`src/rtl/bcc_pkg.sv`:
```
// bcc_pkg: shared definitions for the branch condition evaluator.
//   - COND_*  : 4-bit ARM-style condition codes carried in branch instructions.
//   - FLAG_*  : bit positions of the status flags inside the packed {Z,C,N,V}
//               vector. These same positions are used by the ALU flag writer.
package bcc_pkg;

   localparam logic [3:0] COND_EQ = 4'b0000;  // Z
   localparam logic [3:0] COND_NE = 4'b0001;  // !Z
   localparam logic [3:0] COND_CS = 4'b0010;  // C
   localparam logic [3:0] COND_CC = 4'b0011;  // !C
   localparam logic [3:0] COND_MI = 4'b0100;  // N
   localparam logic [3:0] COND_PL = 4'b0101;  // !N
   localparam logic [3:0] COND_VS = 4'b0110;  // V
   localparam logic [3:0] COND_VC = 4'b0111;  // !V
   localparam logic [3:0] COND_HI = 4'b1000;  // C & !Z
   localparam logic [3:0] COND_LS = 4'b1001;  // !C | Z
   localparam logic [3:0] COND_GE = 4'b1010;  // N == V
   localparam logic [3:0] COND_LT = 4'b1011;  // N != V
   localparam logic [3:0] COND_GT = 4'b1100;  // !Z & (N == V)
   localparam logic [3:0] COND_LE = 4'b1101;  // Z | (N != V)
   localparam logic [3:0] COND_AL = 4'b1110;  // always
   localparam logic [3:0] COND_NV = 4'b1111;  // build-time choice (NV_TAKEN)

   localparam int FLAG_Z = 3;
   localparam int FLAG_C = 2;
   localparam int FLAG_N = 1;
   localparam int FLAG_V = 0;

endpackage

```
`src/rtl/bcc_cond_eval.sv`:
```
// bcc_cond_eval: combinational branch condition evaluation.
// Ports:
//   flags       in  [3:0] status flags packed {Z,C,N,V}
//   branch_cond in  [3:0] condition field of the branch instruction
//   taken       out       1 when the condition holds for the given flags
// Parameter:
//   NV_TAKEN    result for the NV code (0: never taken, 1: unconditional)
module bcc_cond_eval
   import bcc_pkg::*;
#(
   parameter bit NV_TAKEN = 1'b0
) (
   input  logic [3:0] flags,
   input  logic [3:0] branch_cond,
   output logic       taken
);

   logic z;
   logic c;
   logic n;
   logic v;

   assign z = flags[FLAG_Z];
   assign c = flags[FLAG_C];
   assign n = flags[FLAG_N];
   assign v = flags[FLAG_V];

   // Every code is decoded explicitly, so the output is defined for all inputs.
   always_comb begin
      taken = 1'b0;
      case (branch_cond)
         COND_EQ: taken = z;
         COND_NE: taken = ~z;
         COND_CS: taken = c;
         COND_CC: taken = ~c;
         COND_MI: taken = n;
         COND_PL: taken = ~n;
         COND_VS: taken = v;
         COND_VC: taken = ~v;
         COND_HI: taken = c & ~z;
         COND_LS: taken = ~c | z;
         COND_GE: taken = ~(n ^ v);
         COND_LT: taken = n ^ v;
         COND_GT: taken = ~z & ~(n ^ v);
         COND_LE: taken = z | (n ^ v);
         COND_AL: taken = 1'b1;
         COND_NV: taken = NV_TAKEN;
         default: taken = 1'b0;
      endcase
   end

endmodule

```
`src/rtl/bcc.sv`:
```
// bcc: registered branch condition evaluator.
// Ports:
//   clk         in        system clock, rising edge
//   rst         in        synchronous active-high reset
//   flags       in  [3:0] status flags packed {Z,C,N,V}
//   branch_cond in  [3:0] condition field of the branch instruction
//   do_branch   out       registered branch-taken decision
// Parameter:
//   NV_TAKEN    result for the NV code (0: never taken, 1: unconditional)
//
// There is no valid/ready handshake: a decision is computed on every edge and
// the fetch logic qualifies do_branch with its own branch-instruction valid.
// do_branch reflects the inputs sampled at the previous rising edge.
module bcc
   import bcc_pkg::*;
#(
   parameter bit NV_TAKEN = 1'b0
) (
   input  logic       clk,
   input  logic       rst,
   input  logic [3:0] flags,
   input  logic [3:0] branch_cond,
   output logic       do_branch
);

   logic taken;

   bcc_cond_eval #(
      .NV_TAKEN(NV_TAKEN)
   ) u_cond_eval (
      .flags      (flags),
      .branch_cond(branch_cond),
      .taken      (taken)
   );

   always_ff @(posedge clk) begin
      if (rst) begin
         do_branch <= 1'b0;
      end else begin
         do_branch <= taken;
      end
   end

endmodule

```
`config.mk`:
```
export PLATFORM = sky130hd
export DESIGN_NAME = bcc
export DESIGN_NICKNAME = d
export VERILOG_FILES = /design/src/rtl/bcc_pkg.sv /design/src/rtl/bcc_cond_eval.sv /design/src/rtl/bcc.sv
export SDC_FILE = /design/constraint.sdc
export NUM_CORES = 1
export LEC_CHECK = 0
export CORE_AREA = 8 8 45 47
export CTS_CLUSTER_DIAMETER = 40
export DETAILED_ROUTE_END_ITERATION = 6
export DIE_AREA = 0 0 53 55
export PLACE_DENSITY_LB_ADDON = 0.05
export SLEW_MARGIN = 15
export SYNTH_ARGS = -nofsm -noshare
export SYNTH_HDL_FRONTEND = slang
export SYNTH_HIERARCHICAL = 1
export SYNTH_SLANG_ARGS = --single-unit
```
`constraint.sdc`:
```
create_clock -name clk -period 3.4 [get_ports clk]
set_input_delay 0.34 -clock clk [delete_from_list [all_inputs] [get_ports clk]]
set_output_delay 0.34 -clock clk [all_outputs]
set_load 0.02 [all_outputs]
```
==> impl_table.tex <==
\begin{tabular}{lr}
\hline
Metric & Value \\
\hline
\multicolumn{2}{l}{\textbf{Die}} \\
Core Rows & 14 \\
Die X & 53 um \\
Total core area & about 1400 um\^{}2 \\
I/O pin count & 11 \\
Die area & between 2000 and 3000 um\^{}2 \\
Die height & approximately 55 um \\
Starting density of the core & 0.1365 \\
\multicolumn{2}{l}{\textbf{Pwr}} \\
Clock network power share & 0 \\
Cell Pwr Density & about 170 nW/um\^{}2 \\
Internal & approximately 0.034 mW \\
Fraction of power consumed by sequential logic & 0.266 \\
Net switching share of the total power & 0.3139 \\
Combinational share of power & 0.734 \\
Switching power total & approximately 0.016 mW \\
Worst IR Drop VDD & between 0.09 and 0.1 mV \\
Leakage power figure & between 0.1 and 0.15 nW \\
\multicolumn{2}{l}{\textbf{Setup path}} \\
Biggest fanout along the worst timing path & 3 \\
Type of the setup path with the least slack & primary input to register \\
Worst endpoint required time & between 3000 and 4000 ps \\
Cell with the biggest individual delay on the critical path & clkdlybuf4s50\_1 \\
Largest stage delay on the critical path & slightly below 500 ps \\
CP cell instances & clkdlybuf4s50\_1 > xor2\_1 > xor2\_1 > a2111oi\_1 > a311oi\_1 > o22ai\_1 > nor2b\_4 \\
CP dominant cell by count & xor2\_1 \\
Data arrival time of the worst path & approximately 2000 ps \\
Worst Setup End Kind & register \\
Startpoint kind of the worst setup timing path & primary input \\
\multicolumn{2}{l}{\textbf{STA}} \\
Hold Vio Cnt, Final & 0 \\
Final period utilization & 0.5960 \\
Sum Neg Setup Slack & 0 ps \\
Worst max-slew margin expressed relative to the limit & 0.7850 \\
Number of endpoints failing setup at the final stage & 0 \\
Setup repair after global routing missed its margin & no \\
Measured slew at the worst slew-check pin & approximately 320 ps \\
Worst hold margin & about 900 ps \\
Achievable frequency & between 400 and 500 MHz \\
Final worst path period need & 2026 ps \\
Fin. max-slew vios & 0 \\
\multicolumn{2}{l}{\textbf{Worst hold path}} \\
Endpoint of the worst hold-timing path & do\_branch \\
Class of the tightest hold or removal check & primary input to register \\
Count of cells along the worst hold path & 2 \\
Startpoint of the most critical hold path & rst \\
\multicolumn{2}{l}{\textbf{Global routing}} \\
All-Layer GR Usage & 0.03764 \\
Largest net degree at the start of global routing & 9 \\
Initial antenna violation count & 0 \\
Global-route wire length before repair & 910 um \\
GRT overflow & 0 \\
Number of global-route vias before repair & around 230 \\
\multicolumn{2}{l}{\textbf{Routing}} \\
Vias per Instance & between 4 and 5 \\
Total vias in the final route & 204 \\
Number of detailed-routing iterations run before antenna repair & 3 \\
Violation count after the first detailed-route iteration & 1 \\
Count of antenna-violating nets left after detailed routing & 0 \\
Final routed wirelength across all metal layers & around 520 um \\
Count of unresolved DRC violations after routing & 0 \\
Routed len/inst & around 11 um \\
\multicolumn{2}{l}{\textbf{CTS}} \\
Post-cts resize count & 0 \\
Post-CTS setup buffer count & 0 \\
Clock-pin slew on the worst setup and hold paths & 0 ps \\
Number of buffers added to fix hold violations after cts & 0 \\
\multicolumn{2}{l}{\textbf{Placement}} \\
Port Buf Inserts & 10 \\
RD Place Congestion & between 0.5 and 0.6 \\
Dpl hpwl & 453.4 um \\
\multicolumn{2}{l}{\textbf{Synth}} \\
FFs w/ async S/R, synth & 0 \\
Cell types with the highest counts after synthesis & a21oi\_1, xor2\_1, nor2\_1 \\
Post-synth top area share & 0.1391 \\
Mapped Area & 188.9 um\^{}2 \\
Avg Inst Size Synth & 7.557 um\^{}2 \\
Most used DFF post-synth & dfxtp\_1 \\
Sequential fraction of the synthesis area & 0.1060 \\
Number of flops mapped to enable cells by yosys & 0 \\
Number of register bits inferred by synthesis & 1 \\
Number of cells produced by synthesis & 25 \\
Distinct cell type count of the synthesized netlist & 20 \\
Top cells by area in the synthesized netlist & xor2\_1, dfxtp\_1, a21oi\_1 \\
Net count after synthesis & 35 \\
Largest area contributor in the synthesized netlist & xor2\_1 \\
Count of synthesis-stage warnings from yosys & 6 \\
\multicolumn{2}{l}{\textbf{Cells and area}} \\
Antenna diode instance count & 0 \\
Max reg flops & 1 \\
Fillers & about 160 \\
Final layout net count & 45 \\
Most flop-heavy register & do\_branch \\
Area Overhead vs Synth & 57.62\% \\
Largest registers in the final layout & do\_branch (1) \\
Final core utilization & 0.2152 \\
Layout cells sized above 1 & 0.03030 \\
\multicolumn{2}{l}{\textbf{Run}} \\
Number of maximum-capacitance violations & 0 \\
\multicolumn{2}{l}{\textbf{Outcome}} \\
Status & finished clean \\
\hline
\end{tabular}
-- routing by layer --
| layer | share of wire | up-vias | wire (um) | GRT usage |
|---|---|---|---|---|
| li1 | - | 110 | - | - |
| met1 | 0.38 | 89 | 197 | 0.04236 |
| met3 | 0.088 | 0 | 46 | 0.008021 |
| met4 | 0 | 0 | 0 | 0 |
| met5 | 0 | - | 0 | 0 |
| met2 | 0.53 | 5 | 277 | 0.07422 |
-- logic make-up after synthesis --
group / share of synthesized area
muxes: 0.05298
and+or+nand+nor: 0.2517
DFF: 0.1060
AOI/OAI and AO/OA: 0.3245
buffers and inverters: 0.07945
xor gates and xnor gates: 0.1855
-- power groups by stage --
stage	combinational (mW)	clock [mW]	sequential [mW]
6_report	0.0368	0	0.0134
5_1_grt	0.0402	0	0.0136
4_1_cts	0.0375	0	0.0134
3_5_place_dp	0.0373	0	0.0134
3_3_place_gp	0.0372	0	0.0134
2_1_floorplan	0.0188	0	0.0150
-- cells in the final DEF (no fill, tap or decap), types with 2 or more instances in the layout --
cell	count
xor2_1	3
clkdlybuf4s50_1	10
nor2_1	2
a21oi_1	3
-- worst max-delay path, delay by kind of cell --
kind	cells	cell delay (ps)
AOI/OAI and AO/OA	3	600
xor gates and xnor gates	2	390
buffers and inverters	1	490
and+or+nand+nor	1	150
-- worst max-delay path by stage --
stage	to	depth (start not counted)	startpoint
floorplan	do_branch	6	branch_cond[1]
global placement	do_branch	7	flags[0]
detailed placement	do_branch	7	flags[0]
CTS	do_branch	7	flags[0]
global route	do_branch	7	branch_cond[0]
finish	do_branch	7	flags[0]
-- per-stage QoR --
stage                     instance area, um^2  setup slack, ps  power [mW]  instances
after global placement                  297.8             1374     0.05067         49
after floorplan                         188.9             1966     0.03377         25
after CTS                               297.8             1345     0.05088         49
final                                   297.8             1374     0.05019         49
after global routing                    297.8             1211     0.05379         49
after detailed placement                297.8             1348     0.05067         49
-- cell type report --
class | count | area [um^2] | share of cell area
multi-input cells | 21 | 153.9 | 0.5168
repair buffers | 10 | 100.1 | 0.3361
inverters | 1 | 3.754 | 0.01261
flip-flops and latches | 1 | 20.02 | 0.06723
well taps | 16 | 20.02 | 0.06723
No activity file was read; power rests on OpenSTA's default activity.
